--- src/rtl/ipif_regbank_pkg.sv ---
// Shared types and helpers for the IPIF register bank: per-bit access classes
// and counter sizing.
package ipif_regbank_pkg;

    typedef enum logic [1:0] {
        CLS_RW,
        CLS_RO,
        CLS_W1C,
        CLS_PULSE
    } bit_class_t;

    // Bits needed to hold the values 0..max_val inclusive.
    function automatic int cnt_width(input int max_val);
        return (max_val < 1) ? 1 : $clog2(max_val + 1);
    endfunction

    // When masks overlap: PULSE > W1C > RW > RO.
    function automatic bit_class_t resolve_class(input logic rw, input logic w1c, input logic pulse);
        if (pulse) return CLS_PULSE;
        if (w1c)   return CLS_W1C;
        if (rw)    return CLS_RW;
        return CLS_RO;
    endfunction

endpackage

--- src/rtl/ipif_pulse_stretch.sv ---
// One register's self-clearing pulse bits. Each set event ORs in new bits and
// reloads a shared down-counter; every bit of the register drops together when it expires.
module ipif_pulse_stretch
    import ipif_regbank_pkg::*;
#(
    parameter int W         = 32,
    parameter int PULSE_LEN = 1
) (
    input  logic         clk,
    input  logic         rst,
    input  logic [W-1:0] set_bits,
    output logic [W-1:0] pulse
);

    localparam int            CW   = cnt_width(PULSE_LEN);
    localparam logic [CW-1:0] LOAD = CW'(PULSE_LEN);

    logic [CW-1:0] cnt;

    // NOTE: sequential state uses non-blocking assignments so every flop samples pre-edge values.
    always_ff @(posedge clk or posedge rst) begin
        if (rst) begin
            cnt   <= '0;
            pulse <= '0;
        end else if (|set_bits) begin
            pulse <= pulse | set_bits;
            cnt   <= LOAD;
        end else if (cnt != '0) begin
            cnt <= cnt - CW'(1);
            if (cnt == CW'(1)) pulse <= '0;
        end
    end

endmodule

--- src/rtl/ipif_register_bank.sv ---
// IPIF-side register bank: N_REG words with byte-lane writes and per-bit RW / RO /
// W1C-sticky / self-clearing pulse classes. Reads are captured in the request cycle.
module ipif_register_bank
    import ipif_regbank_pkg::*;
#(
    parameter int C_S_AXI_DATA_WIDTH = 32,
    parameter int C_S_AXI_ADDR_WIDTH = 32,
    parameter int N_REG              = 8,
    parameter int USE_ONEHOT         = 1,
    parameter int READ_PIPE          = 1,
    parameter int PULSE_LEN          = 1,
    parameter logic [N_REG*C_S_AXI_DATA_WIDTH-1:0] DEFAULTS   = '0,
    parameter logic [N_REG*C_S_AXI_DATA_WIDTH-1:0] RW_MASK    = '1,
    parameter logic [N_REG*C_S_AXI_DATA_WIDTH-1:0] W1C_MASK   = '0,
    parameter logic [N_REG*C_S_AXI_DATA_WIDTH-1:0] PULSE_MASK = '0
) (
    input  logic                                  clk,
    input  logic                                  rst,
    input  logic [C_S_AXI_ADDR_WIDTH-1:0]         IPIF_bus2ip_addr,
    input  logic [C_S_AXI_DATA_WIDTH-1:0]         IPIF_bus2ip_data,
    input  logic [C_S_AXI_DATA_WIDTH/8-1:0]       IPIF_bus2ip_be,
    input  logic [N_REG-1:0]                      IPIF_bus2ip_rdce,
    input  logic [N_REG-1:0]                      IPIF_bus2ip_wrce,
    input  logic                                  IPIF_bus2ip_rdreq,
    input  logic                                  IPIF_bus2ip_wrreq,
    output logic [C_S_AXI_DATA_WIDTH-1:0]         IPIF_ip2bus_data,
    output logic                                  IPIF_ip2bus_rdack,
    output logic                                  IPIF_ip2bus_wrack,
    output logic                                  IPIF_ip2bus_error,
    output logic [N_REG*C_S_AXI_DATA_WIDTH-1:0]   regs_out,
    input  logic [N_REG*C_S_AXI_DATA_WIDTH-1:0]   status_in,
    input  logic [N_REG*C_S_AXI_DATA_WIDTH-1:0]   status_set
);

    localparam int W     = C_S_AXI_DATA_WIDTH;
    localparam int AW    = C_S_AXI_ADDR_WIDTH;
    localparam int NB    = W / 8;
    localparam int TOT   = N_REG * W;
    localparam int IDX_W = (N_REG > 1) ? $clog2(N_REG) : 1;

    function automatic logic [TOT-1:0] class_bits(input bit_class_t c);
        logic [TOT-1:0] v;
        for (int i = 0; i < TOT; i++)
            v[i] = (resolve_class(RW_MASK[i], W1C_MASK[i], PULSE_MASK[i]) == c);
        return v;
    endfunction

    localparam logic [TOT-1:0] RW_BITS    = class_bits(CLS_RW);
    localparam logic [TOT-1:0] RO_BITS    = class_bits(CLS_RO);
    localparam logic [TOT-1:0] W1C_BITS   = class_bits(CLS_W1C);
    localparam logic [TOT-1:0] PULSE_BITS = class_bits(CLS_PULSE);

    logic [AW-1:0]    word_addr;
    logic             addr_ok;
    logic [IDX_W-1:0] addr_idx;
    logic             unused_addr;

    assign word_addr   = {2'b00, IPIF_bus2ip_addr[AW-1:2]};
    assign addr_ok     = (word_addr < AW'(N_REG));
    assign addr_idx    = word_addr[IDX_W-1:0];
    assign unused_addr = ^IPIF_bus2ip_addr[1:0];

    logic [N_REG-1:0] wr_sel;
    logic             wr_strobe, wr_err, rd_strobe, rd_err;
    logic [IDX_W-1:0] rd_idx;

    // NOTE: every always_comb output gets a default first so no path leaves it unassigned (no latch).
    always_comb begin
        wr_sel    = '0;
        wr_strobe = 1'b0;
        wr_err    = 1'b0;
        rd_strobe = 1'b0;
        rd_err    = 1'b0;
        rd_idx    = '0;
        if (USE_ONEHOT != 0) begin
            wr_sel    = IPIF_bus2ip_wrce;
            wr_strobe = |IPIF_bus2ip_wrce;
            rd_strobe = |IPIF_bus2ip_rdce;
            for (int i = 0; i < N_REG; i++)
                if (IPIF_bus2ip_rdce[i]) rd_idx = IDX_W'(i);
        end else begin
            wr_strobe = IPIF_bus2ip_wrreq;
            wr_err    = IPIF_bus2ip_wrreq & ~addr_ok;
            rd_strobe = IPIF_bus2ip_rdreq;
            rd_err    = IPIF_bus2ip_rdreq & ~addr_ok;
            rd_idx    = addr_idx;
            if (IPIF_bus2ip_wrreq && addr_ok) wr_sel[addr_idx] = 1'b1;
        end
    end

    // Per-bit write enable: register selected and its byte lane enabled.
    logic [W-1:0]   be_bits;
    logic [TOT-1:0] wr_en, data_rep;

    always_comb begin
        be_bits = '0;
        wr_en   = '0;
        for (int k = 0; k < NB; k++) be_bits[k*8 +: 8] = {8{IPIF_bus2ip_be[k]}};
        for (int r = 0; r < N_REG; r++) wr_en[r*W +: W] = wr_sel[r] ? be_bits : '0;
    end

    assign data_rep = {N_REG{IPIF_bus2ip_data}};

    logic [TOT-1:0] rw_q, sticky_q, pulse_flat;

    // status_set is ORed in after the clear, so a same-cycle set beats a write-1-to-clear.
    always_ff @(posedge clk or posedge rst) begin
        if (rst) begin
            rw_q     <= DEFAULTS & RW_BITS;
            sticky_q <= '0;
        end else begin
            rw_q     <= (rw_q & ~(wr_en & RW_BITS)) | (data_rep & wr_en & RW_BITS);
            sticky_q <= ((sticky_q & ~(wr_en & data_rep)) | status_set) & W1C_BITS;
        end
    end

    for (genvar r = 0; r < N_REG; r++) begin : g_pulse
        ipif_pulse_stretch #(
            .W         (W),
            .PULSE_LEN (PULSE_LEN)
        ) u_pulse (
            .clk      (clk),
            .rst      (rst),
            .set_bits (wr_en[r*W +: W] & IPIF_bus2ip_data & PULSE_BITS[r*W +: W]),
            .pulse    (pulse_flat[r*W +: W])
        );
    end

    logic [TOT-1:0] live_flat;
    logic [W-1:0]   rd_word;

    assign live_flat = (rw_q & RW_BITS) | (pulse_flat & PULSE_BITS) | sticky_q | (status_in & RO_BITS);

    always_comb begin
        rd_word = '0;
        for (int r = 0; r < N_REG; r++)
            if (rd_idx == IDX_W'(r)) rd_word = live_flat[r*W +: W];
    end

    logic         s1_ack, s1_err, wr_ack_q, wr_err_q, rd_err_out;
    logic [W-1:0] s1_data;

    always_ff @(posedge clk or posedge rst) begin
        if (rst) begin
            s1_ack   <= 1'b0;
            s1_err   <= 1'b0;
            s1_data  <= '0;
            wr_ack_q <= 1'b0;
            wr_err_q <= 1'b0;
        end else begin
            s1_ack   <= rd_strobe;
            s1_err   <= rd_err;
            s1_data  <= (rd_strobe && !rd_err) ? rd_word : '0;
            wr_ack_q <= wr_strobe;
            wr_err_q <= wr_err;
        end
    end

    if (READ_PIPE == 2) begin : g_pipe2
        logic         s2_ack, s2_err;
        logic [W-1:0] s2_data;

        always_ff @(posedge clk or posedge rst) begin
            if (rst) begin
                s2_ack  <= 1'b0;
                s2_err  <= 1'b0;
                s2_data <= '0;
            end else begin
                s2_ack  <= s1_ack;
                s2_err  <= s1_err;
                s2_data <= s1_data;
            end
        end

        assign IPIF_ip2bus_rdack = s2_ack;
        assign IPIF_ip2bus_data  = s2_data;
        assign rd_err_out        = s2_err;
    end else begin : g_pipe1
        assign IPIF_ip2bus_rdack = s1_ack;
        assign IPIF_ip2bus_data  = s1_data;
        assign rd_err_out        = s1_err;
    end

    assign IPIF_ip2bus_wrack = wr_ack_q;
    assign IPIF_ip2bus_error = rd_err_out | wr_err_q;

    // Register contents are visible here from reset onwards, so regs_out carries DEFAULTS in reset.
    assign regs_out = (rw_q & RW_BITS) | (pulse_flat & PULSE_BITS);

endmodule

--- config.mk ---
export PLATFORM = sky130hd
export DESIGN_NAME = ipif_register_bank
export DESIGN_NICKNAME = d
export VERILOG_FILES = /design/src/rtl/ipif_regbank_pkg.sv /design/src/rtl/ipif_pulse_stretch.sv /design/src/rtl/ipif_register_bank.sv
export SDC_FILE = /design/constraint.sdc
export NUM_CORES = 1
export LEC_CHECK = 0
export BUFFER_PORTS_ARGS = -buffer_cell sky130_fd_sc_hd__buf_2
export CORE_AREA = 2 2 346 348
export CTS_CLUSTER_SIZE = 28
export DETAILED_ROUTE_END_ITERATION = 10
export DIE_AREA = 0 0 348 350
export GPL_TIMING_DRIVEN = 0
export PLACE_DENSITY_LB_ADDON = 0.05
export SETUP_SLACK_MARGIN = 0.3
export SLEW_MARGIN = 0
export SYNTH_ARGS = -nofsm -noshare
export SYNTH_HDL_FRONTEND = slang
export SYNTH_SLANG_ARGS = --single-unit
--- constraint.sdc ---
create_clock -name clk -period 10.55 [get_ports clk]
set_input_delay 1.055 -clock clk [delete_from_list [all_inputs] [get_ports clk]]
set_output_delay 1.055 -clock clk [all_outputs]
set_load 0.1 [all_outputs]
Word level (Yosys, flattened, before mapping). Cells that the tools add are included.

Flip-flop bits (word level): 290. Bits of input ports: 600. Output and inout port bits: 291. Word-level logic and storage cells: 42.

Equality and inequality tests: 7. Muxes and demuxes: 24. Bitwise gates (word level): 4. Reduce and logical (&&, ||, !) cells: 3.

Operator list (count): 2-to-1 mux 32 bit (17); AND 256 bit (2); inverter 256 bit (1); OR 256 bit (1); OR reduction 8 bit (2); == test 3 bit, second input constant (4); 2-to-1 mux 3 bit (4); == test 3 x 2 -> 1 bit, second input constant (2); 2-to-1 mux 2 bit (2); == test 3 x 1 -> 1 bit, second input constant (1); logical NOT 3 bit (1); 2-to-1 mux 1 bit (1).

Depth between registers and ports, before layout.
Depth in word-level cells: 17. Mapped depth: 8. Depth with buffers taken out: 5.

Worst setup path after synthesis. No wires, ideal clock.

Path kind: input-to-reg. Start point: in IPIF_bus2ip_rdce[5]. End point: reg s1_data[10] (netlist: IPIF_ip2bus_data[10]). Library setup time: 0.129 ns. Arrival: 2.432 ns. Required time: 10.421 ns. Path slack: 7.990 ns. Stages on the path: 7. Buffers on the path: 3. Path through: buf_2 > nor3_1 > buf_4 > buf_4 > mux2_2 > a221oi_1 > a21oi_1.

Cells in the longest elaborated chain, start to end: 13. Elaborated cells between the ends (all ways): 21. Those cells by class: eq/ne (7); mux (12); reduce/logical (2).

Ends and longest elaborated chain: start, declared (line ipif_register_bank.sv:22) `input logic [N_REG-1:0] IPIF_bus2ip_rdce,`; 2-to-1 mux 3 bit (3 in a row) (line ipif_register_bank.sv:80) `if (IPIF_bus2ip_rdce[i]) rd_idx = IDX_W'(i);`; logical NOT 3 bit (line ipif_register_bank.sv:137) `if (rd_idx == IDX_W'(r)) rd_word = live_flat[r*W +: W];`; 2-to-1 mux 32 bit (8 in a row) (line ipif_register_bank.sv:137); 2-to-1 mux 32 bit * (line ipif_register_bank.sv:153) `s1_data <= (rd_strobe && !rd_err) ? rd_word : '0;`; end signal, assigned (line ipif_register_bank.sv:153); end, declared (line ipif_register_bank.sv:141) `logic [W-1:0] s1_data;`.

Every way passes the cells marked *; elsewhere a longest branch is shown, timed or not.

Worst setup path in the final report.
Start point: in IPIF_bus2ip_rdce[4]. End point: reg s1_data[15] (netlist: IPIF_ip2bus_data[15]).

Cells in the longest elaborated chain, start to end: 14. Elaborated cells between the ends (all ways): 22. Those cells by class: eq/ne (7); mux (13); reduce/logical (2).

Ends and longest elaborated chain (line): 2-to-1 mux 3 bit (4 in a row) (ipif_register_bank.sv:80); logical NOT 3 bit (ipif_register_bank.sv:137); 2-to-1 mux 32 bit (8 in a row) (ipif_register_bank.sv:137); 2-to-1 mux 32 bit * (ipif_register_bank.sv:153).

Marks and branches as above.

==> results by group <==
Run status
  • Outcome: complete, no violations

Die
  • Cell row count: 126
  • Core area: 0.118 mm^2
  • Height of the die: 350 um
  • Die Wd: 348 um
  • I/O Pins: 891
  • Initial core utilization: 10.8%
  • Die Footprint: 0.122 mm^2

Clock tree
  • Clock Sinks: 290
  • CTS clk-pin slew, worst paths: 0.06 ns
  • Hold-fix buffers, CTS: 0
  • Clock Path Buffers: 3
  • TritonCTS Buffers: 45
  • Postcts setup bufs: 0
  • Skew-Pair Late Insertion Delay: 0.61 ns
  • CTS-repair resized insts: 0
  • Root Buffer: clkbuf_16
  • H-tree depth: 2
  • CTS tree: yes

Finish
  • Most common cell after layout, fill and taps aside: buf_2
  • Layout area overhead: 40.6%
  • Most frequent cells in the layout: 341 x buf_2, 290 x dfrtp_1, 262 x mux2_2, 89 x nand2_1, 47 x clkbuf_16
  • Layout Nets: 1972
  • Final Util: 15.1%
  • Layout cells sized above 1: 49.4%
  • Fin cells: 2941

Worst setup path
  • Critical Path, Cell by Cell: buf_2 > clkbuf_1 > nor2_1 > a21oi_2 > nand2_1 > a2111oi_0 > or3_1
  • CP arrival: 4.55 ns
  • Worst Path Max Fanout: 10
  • CP top delay family: compound AO/OA/AOI/OAI gates
  • Reg-to-Reg End: IPIF_ip2bus_data[21]
  • Levels on crit path: 7
  • Worst reg2reg path depth: 5
  • Crit end category: flip-flop
  • CP startpoint kind: input pin
  • WP buf/inv: 2
  • Crit path kind: input pin to flip-flop
  • CP max stage delay: 0.82 ns
  • CP startpoint: IPIF_bus2ip_rdce[4]
  • Reg2Reg Setup Slack: 9.02 ns
  • Slowest library cell on the worst path: clkbuf_1
  • Worst Path Required: 11.10 ns
  • Worst setup path endpoint: IPIF_ip2bus_data[15]

Global routing
  • Number of global-route vias before repair: 10769
  • Initial antenna violation count: 11
  • First-pass GRT wire length: 110 mm
  • Largest net degree at the start of global routing: 89
  • Global route overflow: 0
  • GR Util All Layers: 13.7%

Routing
  • TritonRoute pass-1 iters: 4
  • DRT iter0 DRCs: 419
  • Avg WL per Cell: 28.6 um
  • Post-route DRC: 0
  • Routed Antenna Nets: 0
  • Vias per cell: 3.38
  • Vias: 9932
  • WL final: 84.1 mm

Placed design
  • Routability Congestion: 0.684
  • IO Port Bufs: 330
  • Inst Count DP: 2861
  • Post-DP HPWL: 58.6 mm

Synthesis
  • Avg Cell Area, Syn: 12.8 um^2
  • Synth top area share: 57.2%
  • Main synth FF type: dfrtp_1
  • Area contributors post-synth: dfrtp_1 57%, mux2_2 23%, nand2_1 2.6%
  • EDFF count, synth: 0
  • Synthesized flop and latch total: 290
  • Async set-reset flop share out of synthesis: 100%
  • Yosys warns: 0
  • Dominant cell type by area after synthesis: dfrtp_1
  • Post-synthesis sequential area ratio: 57.2%
  • Mapped Cells: 991
  • Netlist Area Pre-Place: 0.0127 mm^2
  • Number of library cell types mapped by synthesis: 38
  • Syn_nets: 1591

Power
  • Maximum vdd ir drop: 0.000104 V
  • Leak pwr: 7.46 nW
  • P_int: 2.50 mW
  • Switching portion of total power: 48.5%
  • Proportion of power drawn by the clock network: 31.7%
  • Sw Pwr: 2.36 mW
  • Pwr dens: 273 mW/mm^2
  • Comb power frac: 39.1%
  • Flop pwr share: 29.2%

Min path
  • Worst min-delay path class: input pin to async pin

Timing
  • Fin crit period: 3.99 ns
  • Max Clk Rate: 250 MHz
  • RSZ-0062 raised after global routing: no
  • Slew Viols, Final: 0
  • Final setup fails: 0
  • Final Hold Vio Count: 0
  • Fin crit share: 37.8%
  • Max-Slew Margin vs Limit: 9.90%
  • Worst-margin pin slew: 1.35 ns
  • Clock skew: 0.0160 ns

Job
  • # Max-Cap Violations: 0
## area by class of cell
cell class              count  area (um^2)
plain buffers              51          234
clock inverters             6         83.8
fillers                 13173        99900
multi-input cells         648         5190
inverters                   2         15.0
flip-flops and latches    290         7260
repair buffers            334         1750
well taps                1536         1920
diodes                      6         15.0
clock buffers              68         1370
## layer usage
layer / global-route usage (%) / share of wire [%] / vias up
met2: 22.7 / 48 / 279
met4: 2.52 / 1.4 / 2
met5: 0 / 0.015 / -
met3: 3.19 / 5.8 / 62
li1: - / - / 4367
met1: 18.2 / 45 / 5222
## stage by stage
| stage | hold slack, ns | setup WS [ns] | area, um^2 | TNS, ns | power (mW) |
|---|---|---|---|---|---|
| after global placement | 0.508 | -5.04 | 16300 | -1440.55 | 3.38 |
| after detailed placement | 0.514 | 5.64 | 16400 | 0 | 3.38 |
| after CTS | 0.453 | 6.33 | 17800 | 0 | 5.00 |
| after global routing | 0.476 | 6.29 | 17800 | 0 | 5.08 |
| after floorplan | 1.08 | 1.49 | 12700 | 0 | 2.89 |
| final | 0.473 | 6.56 | 17800 | 0 | 4.86 |
## power groups by stage
| stage | Sequential (mW) | Clock, mW | Combinational [mW] |
|---|---|---|---|
| 2_1_floorplan | 2.61 | 0 | 0.275 |
| 3_3_place_gp | 1.44 | 0 | 1.93 |
| 3_5_place_dp | 1.44 | 0 | 1.94 |
| 4_1_cts | 1.43 | 1.63 | 1.94 |
| 5_1_grt | 1.45 | 1.67 | 1.97 |
| 6_report | 1.42 | 1.54 | 1.90 |
## cell families after synthesis
family	Yosys count	share of synthesized area [%]
AO/OA/AOI/OAI	153	7.85
other	1	0.0296
AND/OR/NAND/NOR	202	7.38
buffers and inverters	53	1.88
flip-flops	290	57.2
multiplexers	292	25.6
## synth_stat cells, drive strengths merged (7+ instances only)
cell and instances:
clkbuf 32, a2111oi 7, o21ai 39, a31oi 14, nor2 43, nor2b 16
buf 19, nand2 89, dfrtp 290, a21oi 36, nor3 9, nand2b 20
o22ai 14, mux2 262, or3 9, mux2i 30, o2bb2ai 17
## how the worst min path moves through the flow
stage	startpoint	end	slack [ns]	depth (start not counted)
floorplan	flip-flop	IPIF_ip2bus_data[10]	1.08	2
global placement	flip-flop	flip-flop	0.51	1
detailed placement	flip-flop	flip-flop	0.51	1
CTS	rst	async pin	0.45	2
global route	rst	async pin	0.48	2
finish	rst	async pin	0.47	2
## worst register-to-register path: stages, from the launching register on
cell      delay [ns]
dfrtp_1         0.46
nand2_1         0.12
nor2_1          0.06
a211oi_1        0.35
o21ai_0         0.18
o221a_2         0.25
(Power assumes the default switching activity.)
